## config.mk

```make
export PLATFORM = sky130hd
export DESIGN_NAME = keypad_encoder
export DESIGN_NICKNAME = d
export VERILOG_FILES = /design/src/rtl/keypad_pkg.sv /design/src/rtl/keypad_sync.sv /design/src/rtl/keypad_encoder.sv
export SDC_FILE = /design/constraint.sdc
export NUM_CORES = 1
export LEC_CHECK = 0
export ABC_CLOCK_PERIOD_IN_PS = 11700
export CAP_MARGIN = 10
export CORE_UTILIZATION = 65
export CTS_BUF_LIST = sky130_fd_sc_hd__clkbuf_2
export DETAILED_ROUTE_END_ITERATION = 7
export PLACE_DENSITY = 0.87
export SYNTH_ARGS = -nofsm -noshare
export SYNTH_HDL_FRONTEND = slang
export SYNTH_HIERARCHICAL = 1
export SYNTH_SLANG_ARGS = --single-unit
```

## constraint.sdc

```tcl
create_clock -name clock -period 11.7 [get_ports clock]
set_clock_uncertainty 0.2 [all_clocks]
set_input_delay 1.755 -clock clock [delete_from_list [all_inputs] [get_ports clock]]
set_output_delay 1.755 -clock clock [all_outputs]
set_load 0.05 [all_outputs]
```

## src/rtl/keypad_pkg.sv

```systemverilog
// Shared types and helpers for the keypad encoder: key count, BCD width,
// FSM state enum and the one-hot to BCD decoder.
package keypad_pkg;

  localparam int unsigned NUM_KEYS = 10;
  localparam int unsigned CODE_W   = 4;
  localparam int unsigned CNT_W    = 4;

  typedef enum logic [1:0] {
    IDLE     = 2'd0,
    DEBOUNCE = 2'd1,
    HELD     = 2'd2
  } state_e;

  typedef struct packed {
    logic              valid;
    logic [CODE_W-1:0] code;
  } key_dec_t;

  // Exactly one line set gives a valid digit; none or a chord gives valid=0.
  function automatic key_dec_t onehot_to_bcd(input logic [NUM_KEYS-1:0] keys);
    key_dec_t    res;
    int unsigned ones;
    res.valid = 1'b0;
    res.code  = '0;
    ones      = 0;
    for (int unsigned i = 0; i < NUM_KEYS; i++) begin
      if (keys[i]) begin
        ones     = ones + 1;
        res.code = CODE_W'(i);
      end
    end
    res.valid = (ones == 1);
    if (!res.valid) begin
      res.code = '0;
    end
    return res;
  endfunction

endpackage

```

## src/rtl/keypad_sync.sv

```systemverilog
// Two-flop synchroniser for asynchronous key lines, with synchronous clear.
module keypad_sync #(
  parameter int unsigned WIDTH = 1
) (
  input  logic             clock,
  input  logic             clear,
  input  logic [WIDTH-1:0] async_i,
  output logic [WIDTH-1:0] sync_o
);

  logic [WIDTH-1:0] meta_q;
  logic [WIDTH-1:0] sync_q;

  always_ff @(posedge clock) begin
    if (clear) begin
      meta_q <= '0;
      sync_q <= '0;
    end else begin
      meta_q <= async_i;
      sync_q <= meta_q;
    end
  end

  assign sync_o = sync_q;

endmodule

```

## src/rtl/keypad_encoder.sv

```systemverilog
// Decimal keypad to BCD load-strobe encoder with debounce and release detection.
// Optional auto-repeat while a key is held: define KEYPAD_REPEAT_EN.
module keypad_encoder
  import keypad_pkg::*;
#(
  parameter int unsigned DEBOUNCE_CYCLES = 4,
  parameter int unsigned REPEAT_CYCLES   = 50
) (
  input  logic                clock,
  input  logic                clear,
  input  logic [NUM_KEYS-1:0] keypad,
  input  logic                enable,
  output logic [CODE_W-1:0]   data,
  output logic                loadn,
  output logic                pressed
);

  if (DEBOUNCE_CYCLES < 1 || DEBOUNCE_CYCLES > 15 || REPEAT_CYCLES < 1) begin : g_bad_cfg
    $error("keypad_encoder: parameter out of range");
  end

  logic [NUM_KEYS-1:0] sync_key;
  key_dec_t            dec;
  logic                key_none;

  state_e              state_q, state_d;
  logic [CODE_W-1:0]   code_q, code_d;
  logic [CODE_W-1:0]   data_q, data_d;
  logic [CNT_W-1:0]    cnt_q, cnt_d;
  logic [CNT_W-1:0]    rcnt_q, rcnt_d;
  logic                loadn_q, loadn_d;
  logic                pressed_q, pressed_d;

`ifdef KEYPAD_REPEAT_EN
  localparam int unsigned REP_W = $clog2(REPEAT_CYCLES + 1);
  logic [REP_W-1:0] rep_q, rep_d;
`endif

  keypad_sync #(
    .WIDTH (NUM_KEYS)
  ) u_sync (
    .clock   (clock),
    .clear   (clear),
    .async_i (keypad),
    .sync_o  (sync_key)
  );

  assign dec      = onehot_to_bcd(sync_key);
  assign key_none = ~|sync_key;

  // Next-state and output decision; loadn defaults high so it pulses for one cycle.
  always_comb begin
    state_d   = state_q;
    code_d    = code_q;
    data_d    = data_q;
    cnt_d     = cnt_q;
    rcnt_d    = rcnt_q;
    loadn_d   = 1'b1;
    pressed_d = pressed_q;
`ifdef KEYPAD_REPEAT_EN
    rep_d     = rep_q;
`endif

    case (state_q)
      IDLE: begin
        if (dec.valid && enable) begin
          code_d  = dec.code;
          cnt_d   = CNT_W'(1);
          state_d = DEBOUNCE;
        end
      end

      DEBOUNCE: begin
        if (dec.valid && enable && (dec.code == code_q)) begin
          if (cnt_q == CNT_W'(DEBOUNCE_CYCLES)) begin
            data_d    = code_q;
            loadn_d   = 1'b0;
            pressed_d = 1'b1;
            cnt_d     = '0;
            rcnt_d    = '0;
            state_d   = HELD;
`ifdef KEYPAD_REPEAT_EN
            rep_d     = '0;
`endif
          end else begin
            cnt_d = cnt_q + CNT_W'(1);
          end
        end else begin
          cnt_d   = '0;
          state_d = IDLE;
        end
      end

      HELD: begin
        if (key_none) begin
`ifdef KEYPAD_REPEAT_EN
          rep_d = '0;
`endif
          if (rcnt_q == CNT_W'(DEBOUNCE_CYCLES - 1)) begin
            rcnt_d    = '0;
            pressed_d = 1'b0;
            state_d   = IDLE;
          end else begin
            rcnt_d = rcnt_q + CNT_W'(1);
          end
        end else begin
          // Any key activity, including chords, restarts the release count.
          rcnt_d = '0;
`ifdef KEYPAD_REPEAT_EN
          if (dec.valid && (dec.code == data_q)) begin
            if (rep_q == REP_W'(REPEAT_CYCLES - 1)) begin
              loadn_d = 1'b0;
              rep_d   = '0;
            end else begin
              rep_d = rep_q + REP_W'(1);
            end
          end else begin
            rep_d = '0;
          end
`endif
        end
      end

      default: begin
        cnt_d     = '0;
        rcnt_d    = '0;
        pressed_d = 1'b0;
        state_d   = IDLE;
      end
    endcase
  end

  always_ff @(posedge clock) begin
    if (clear) begin
      state_q   <= IDLE;
      code_q    <= '0;
      data_q    <= '0;
      cnt_q     <= '0;
      rcnt_q    <= '0;
      loadn_q   <= 1'b1;
      pressed_q <= 1'b0;
`ifdef KEYPAD_REPEAT_EN
      rep_q     <= '0;
`endif
    end else begin
      state_q   <= state_d;
      code_q    <= code_d;
      data_q    <= data_d;
      cnt_q     <= cnt_d;
      rcnt_q    <= rcnt_d;
      loadn_q   <= loadn_d;
      pressed_q <= pressed_d;
`ifdef KEYPAD_REPEAT_EN
      rep_q     <= rep_d;
`endif
    end
  end

  assign data    = data_q;
  assign loadn   = loadn_q;
  assign pressed = pressed_q;

endmodule
```

**After elaboration in Yosys (flattened, before gate mapping)**

Cells that the tools add are included.

- Bits in registers: 40
- Latch bits: 0
- Bits in writable memories: 0
- ROM bits: 0
- Input port bits: 13
- Memories: 0

- Add/subtract/negate cells: 11
- Multiply operators: 0
- Div/mod/pow operators: 0
- Order comparisons: 0
- Equal/unequal tests: 12
- Shifts and indexed selects: 0
- Muxes and demuxes: 41
- Bitwise gates (word level): 4
- Reduce and logical (&&, ||, !) cells: 11

Operator list:

| cell | count |
|---|---|
| 32-bit by 1-bit adder with 32-bit output, second input constant | 9 |
| 32-bit two-way mux | 9 |
| 4-bit two-way mux | 16 |
| 32-bit by 1-bit equality test with 1-bit output, second input constant | 1 |
| 4-bit case mux with 3 select lines | 2 |
| 2-bit two-way mux | 5 |
| 2-bit inequality test, second input constant | 5 |
| 10-bit OR reduction | 1 |
| 4-bit by 1-bit adder with 4-bit output, second input constant | 2 |
| 1-bit two-way mux | 7 |
| 2-bit case mux with 3 select lines | 1 |
| 3-bit AND reduction | 2 |
| 5-bit AND reduction | 1 |
| 4-bit by 2-bit equality test with 1-bit output, second input constant | 1 |
| 4-bit by 3-bit equality test with 1-bit output, second input constant | 1 |
| 4-bit equality test | 1 |
| 1-bit inverter | 4 |
| 2-bit AND reduction | 2 |
| 4-bit AND reduction | 1 |
| 3-bit inequality test, second input constant | 1 |
| 1-bit case mux with 3 select lines | 1 |
| 3-bit OR reduction | 1 |
| 2-bit by 1-bit equality test with 1-bit output, second input constant | 1 |
| 2-bit equality test, second input constant | 1 |
| 2 further kinds | 3 |

**Longest topological paths before layout**

- Depth in word-level cells: 25
- Mapped depth: 34
- Depth with buffers taken out: 33

**Hierarchy**

Netlist, hierarchy kept.

By module, submodules not included:

| module | times used | cells each | area an instance (um2) | seq. area each (um2) |
|---|---|---|---|---|
| keypad_encoder | 1 | 242 | 1,964.4 | 400.4 |
| keypad_sync | 1 | 42 | 618.1 | 400.4 |

**Worst setup path after synthesis**

No wires, ideal clock.

- Path type: register to register
- From: register u_sync.sync_q[0], in the netlist u_sync/sync_o[0]
- To: register code_q[3]
- Setup time: 0.070 ns
- Arrival time: 5.871 ns
- Slack: 5.559 ns
- Cell stages (with the launch flop): 33
- Path buffers: 1
- Cells stage by stage: dfxtp_1 -> ha_1 -> or2_2 -> nand2_1 -> inv_1 -> ha_1 -> nand2_1 -> o21ai_0 -> ha_1 -> inv_1 -> a21oi_1 -> ha_1 -> inv_1 -> a22o_1 -> o41ai_1 -> ha_1 -> nor2b_1 -> a21oi_1 -> ha_1 -> nand2_1 -> a21bo_2 -> ha_1 -> mux2_2 -> ha_1 -> nand2_1 -> xor2_1 -> xor2_1 -> o211a_1 -> a311o_1 -> o211a_1 -> buf_6 -> a31oi_1 -> o2bb2ai_1

- Cells in the longest elaborated chain, start to end: 22

RTL lines:

| item | line | source |
|---|---|---|
| start: declaration | keypad_sync.sv:12 | `logic [WIDTH-1:0] sync_q;` |
| start signal: assignment | keypad_sync.sv:20 | `sync_q <= meta_q;` |
| 1-bit two-way mux (*) | keypad_pkg.sv:28 | `if (keys[i]) begin` |
| 32-bit by 1-bit adder with 32-bit output | keypad_pkg.sv:29 | `ones = ones + 1;` |
| 32-bit two-way mux (*) | keypad_pkg.sv:28 |  |
| 32-bit by 1-bit adder with 32-bit output | keypad_pkg.sv:29 |  |
| 32-bit two-way mux (*) | keypad_pkg.sv:28 |  |
| 32-bit by 1-bit adder with 32-bit output | keypad_pkg.sv:29 |  |
| 32-bit two-way mux (*) | keypad_pkg.sv:28 |  |
| 32-bit by 1-bit adder with 32-bit output | keypad_pkg.sv:29 |  |
| [6 not listed] | -- |  |
| 32-bit two-way mux (*) | keypad_pkg.sv:28 |  |
| 32-bit by 1-bit adder with 32-bit output | keypad_pkg.sv:29 |  |
| 32-bit two-way mux (*) | keypad_pkg.sv:28 |  |
| 32-bit by 1-bit adder with 32-bit output | keypad_pkg.sv:29 |  |
| 32-bit two-way mux (*) | keypad_pkg.sv:28 |  |
| 32-bit by 1-bit equality test with 1-bit output (*) | keypad_pkg.sv:33 | `res.valid = (ones == 1);` |
| 1-bit logical AND | keypad_encoder.sv:66 | `if (dec.valid && enable) begin` |
| 2-bit AND reduction (no source line) | -- |  |
| end signal: assignment | keypad_encoder.sv:147 | `code_q <= code_d;` |
| end: declaration | keypad_encoder.sv:27 | `logic [CODE_W-1:0] code_q, code_d;` |

Every way passes the cells marked *; elsewhere a longest branch is shown, timed or not.
A chain may end at the register's enable or synchronous reset.

**Worst setup path in the final report**

- From: register u_sync.sync_q[1], in the netlist u_sync/sync_o[1]
- To: register rcnt_q[3]

- Cells in the longest elaborated chain, start to end: 23

RTL lines:

| item | line | source |
|---|---|---|
| 32-bit two-way mux | keypad_pkg.sv:28 |  |
| 32-bit by 1-bit adder with 32-bit output | keypad_pkg.sv:29 |  |
| 32-bit two-way mux | keypad_pkg.sv:28 |  |
| 32-bit by 1-bit adder with 32-bit output | keypad_pkg.sv:29 |  |
| 32-bit two-way mux | keypad_pkg.sv:28 |  |
| 32-bit by 1-bit adder with 32-bit output | keypad_pkg.sv:29 |  |
| 32-bit two-way mux | keypad_pkg.sv:28 |  |
| 32-bit by 1-bit adder with 32-bit output | keypad_pkg.sv:29 |  |
| [7 not listed] | -- |  |
| 32-bit by 1-bit adder with 32-bit output | keypad_pkg.sv:29 |  |
| 32-bit two-way mux | keypad_pkg.sv:28 |  |
| 32-bit by 1-bit equality test with 1-bit output | keypad_pkg.sv:33 |  |
| 4-bit two-way mux | keypad_pkg.sv:34 | `if (!res.valid) begin` |
| 4-bit equality test | keypad_encoder.sv:74 | `if (dec.valid && enable && (dec.code == code_q)) begin` |
| 1-bit logical AND | keypad_encoder.sv:74 |  |
| 2-bit inequality test (no source line) | -- |  |
| 3-bit AND reduction (no source line) | -- |  |
| end signal: assignment | keypad_encoder.sv:150 | `rcnt_q <= rcnt_d;` |
| end: declaration | keypad_encoder.sv:30 | `logic [CNT_W-1:0] rcnt_q, rcnt_d;` |

Parallel ways exist; a longest one is shown, timed or not.

==> metrics.md <==
| Metric | Value |
|---|---|
| Status | `finished, final reports clean` |
| Net Sw Frac | `0.3011` |
| RSZ-0062 raised after global routing | `false` |
| Via Count | `2,072` |
| Fillers | `287` |
| Post-synth EDFFs | `0` |
| Mapped cell area | `around 2600 um2` |
| Fin. Hold Viols | `0` |
| Peak Freq | `0.1465 GHz` |
| Area of the die | `4229 um2` |
| Netlist cell types | `65` |
| Largest net degree at the start of global routing | `41` |
| Synth Instances | `284` |
| FP Rows | `22` |
| Clock Power Share | `0.260` |
| Post-cts resize count | `0` |
| HPWL after DPL | `approximately 3400 um` |
| Final nets | `roughly 320` |
| Detail Route Antenna Nets | `0` |
| GRT Util Overall | `0.2413` |
| Top FF cell, synth | `dfxtp_1` |
| Drt total wl | `4674 um` |
| FF+latch count, synth | `40` |
| Leakage | `0.001047 uW` |
| Switch Pwr | `90.36 uW` |
| Die X-Extent | `65.03 um` |
| Register area share after synthesis | `0.3101` |
| Max VDD drop | `approximately 110 uV` |
| Post-place setup slack | `4.930 ns` |
| Int Power | `209.7 uW` |
| Register share of total power | `0.493` |
| Reg clk slew, reported paths | `between 0.15 and 0.2 ns` |
| Area of the multi-input gates | `1633 um2` |
| Post-Syn Nets | `between 300 and 400` |
| Avg WL per Cell | `13.67 um` |
| Clk_lat worst skew | `0.39 ns` |
| Share of the synthesized area in the top cell type | `0.3101` |
| First-pass GRT wire length | `7831 um` |
| Initial antenna violation count | `0` |
| Clock sinks | `40` |
| CP delay by family, top | `compound AO/OA/AOI/OAI gates` |
| Final-report max-slew violation count | `0` |
| TritonCTS clock tree | `yes` |
| Synth-to-layout area growth | `7.655%` |
| Reg area | `roughly 800 um2` |
| Max cap viols | `0` |
| # hold bufs at CTS | `0` |
| CTS HTree Levels | `2` |
| Share of layout cells above drive strength 1 | `0.1293` |
| Largest cells by area after synthesis | `dfxtp_1 (31%), ha_1 (6.3%), nor2b_2 (5.4%), nand2_1 (3.5%), a21oi_1 (2.7%)` |
| Clock root cell | `clkbuf_2` |
| Port Buffers | `18` |
| Required @ worst endpoint | `about 12 ns` |
| Synthesis warning total | `6` |
| Fin Setup TNS | `0 ns` |
| Final critical-path required period | `6.826 ns` |
| Drt pass-1 iters | `4` |
| Die Ht | `65.03 um` |
| Critical path class | `flop to flop` |
| Worst rel slew slack | `0.3895` |
| Worst Path Max Fanout | `12` |
| Core Region | `3744 um2` |
| Leading area contributor after synthesis | `dfxtp_1` |
| Gate power share | `0.247` |
| Most used cell, CP | `ha_1` |
| Vias in the first global route | `1,765` |
| FFs w/ async S/R, synth | `0` |
| CP max stage delay | `0.38 ns` |
| Initial core utilization | `0.6898` |
| I/O Pins | `19` |
| CTS Buffer Depth | `2` |
| RePlAce Congestion | `0.8393` |
| Starting DRT DRC Count | `approximately 190` |
| Cts bufs inserted | `5` |
| DRC Markers | `0` |
| PwrDens | `107.9 nW/um2` |
| Startpoint types | `flop` |
| Least-Margin Pin Slew | `0.9158 ns` |
| CP max-delay cell | `ha_1` |
| Syn_area_per_cell | `a little over 9 um2` |
| Via density | `6.058` |
| Crit path arrival time | `6.94 ns` |
| Aggregate global routing overflow | `0` |
| HP Class | `flop to flop` |
| Postcts setup bufs | `0` |
| WP buf/inv | `3` |
| Setup slack after layout | `between 4 and 5 ns` |
| Diode count | `0` |
| CP endpoint kind | `flop` |
| Setup violators final | `0` |
| Final Cycle Share | `0.5834` |
[synth_stat cells (7+ instances only)]
cell,number
ha_1,13
nand4_1,8
nand3_1,7
xor2_1,8
a21oi_1,14
nand2_1,24
inv_1,13
clkbuf_1,7
dfxtp_1,40
nor2_1,14
nor2b_2,16
[layout make-up]
| cell class | instances | area share |
|---|---|---|
| Inverter | 13 | 0.01755 |
| Sequential cell | 40 | 0.2880 |
| Timing Repair Buffer | 18 | 0.06301 |
| Multi-Input combinational cell | 215 | 0.5873 |
| Tap cell | 48 | 0.02160 |
| Clock inverter | 3 | 0.01350 |
| Clock buffer | 5 | 0.009001 |
[per-layer routing]
metal / GRT usage / vias to the layer above / part of all wire
li1: - / 1047 / -
met3: 0.05282 / 7 / 0.048
met1: 0.3140 / 959 / 0.47
met5: 0 / - / 0
met2: 0.3932 / 59 / 0.47
met4: 0.08152 / 0 / 0.014
[registers in the layout (all words and copies together), names as in the netlist]
name,flops
u_sync/meta_q,10
u_sync/sync_o,10
cnt_q,4
code_q,4
data,4
rcnt_q,4
state_q,2
loadn,1
pressed,1
[power by group through the flow]
stage | sequential (uW) | combinational (uW) | clock (uW)
2_1_floorplan | 147 | 64.8 | 0
3_3_place_gp | 150 | 70.2 | 0
3_5_place_dp | 151 | 73.5 | 0
4_1_cts | 148 | 73.9 | 79.3
5_1_grt | 149 | 82.0 | 85.3
6_report | 148 | 74.1 | 77.9
[stage by stage]
step                      utilization  hold WS (ns)  area, um2  power [uW]  std cells
after floorplan                     -        0.2148       2582       211.5        284
after global placement         0.7259        0.2166       2718       220.6        334
after detailed placement       0.7259        0.2227       2718       224.1        334
after CTS                      0.7426        0.2522       2780       301.0        342
after global routing           0.7426        0.2639       2780       316.3        342
final                          0.7426        0.2576       2780       300.1        342
[logic make-up after synthesis]
kind of cell / after synthesis / synth area share
compound gates: 65 / 0.1865
buf+inv: 29 / 0.05765
mux: 2 / 0.008236
xor+xnor: 20 / 0.09933
flops: 40 / 0.3101
simple gates: 115 / 0.2752
fa+ha+maj: 13 / 0.06299
[cells in the final DEF, fill, tap and decap left out, types with 3 or more instances in the layout]
| cell type | synthesis | layout |
|---|---|---|
| dfxtp_1 | 40 | 40 |
| nand2_1 | 24 | 24 |
| nor2b_4 | 4 | 4 |
| xnor2_1 | 6 | 6 |
| o31ai_1 | 5 | 5 |
| xor2_1 | 8 | 8 |
| clkbuf_2 | 0 | 5 |
| o21ai_0 | 6 | 6 |
| nor3_1 | 5 | 5 |
| nand2b_1 | 6 | 6 |
| nor3b_1 | 5 | 5 |
| nand4_1 | 8 | 8 |
| nor2b_1 | 3 | 3 |
| nand3b_1 | 4 | 4 |
| and3_1 | 3 | 3 |
| a311oi_1 | 3 | 3 |
| ha_1 | 13 | 13 |
| nand3_1 | 7 | 7 |
| clkdlybuf4s50_1 | 0 | 17 |
| nor2_1 | 14 | 14 |
| o211ai_1 | 5 | 5 |
| o2bb2ai_1 | 4 | 4 |
| nor2b_2 | 16 | 16 |
| nor4_1 | 5 | 5 |
| inv_1 | 13 | 13 |
| a21oi_1 | 14 | 14 |
[path summary, 6_finish.rpt]
check                        start          endpoint  slack, ns  cells past startpoint
setup reg to reg  u_sync/sync_o[1]         rcnt_q[3]       4.87                     31
setup / recovery  u_sync/sync_o[1]         rcnt_q[3]       4.87                     31
hold / removal    u_sync/meta_q[2]  u_sync/sync_o[2]       0.26                      1
hold reg to reg   u_sync/meta_q[2]  u_sync/sync_o[2]       0.26                      1
No activity file was read; power rests on OpenSTA's default activity.
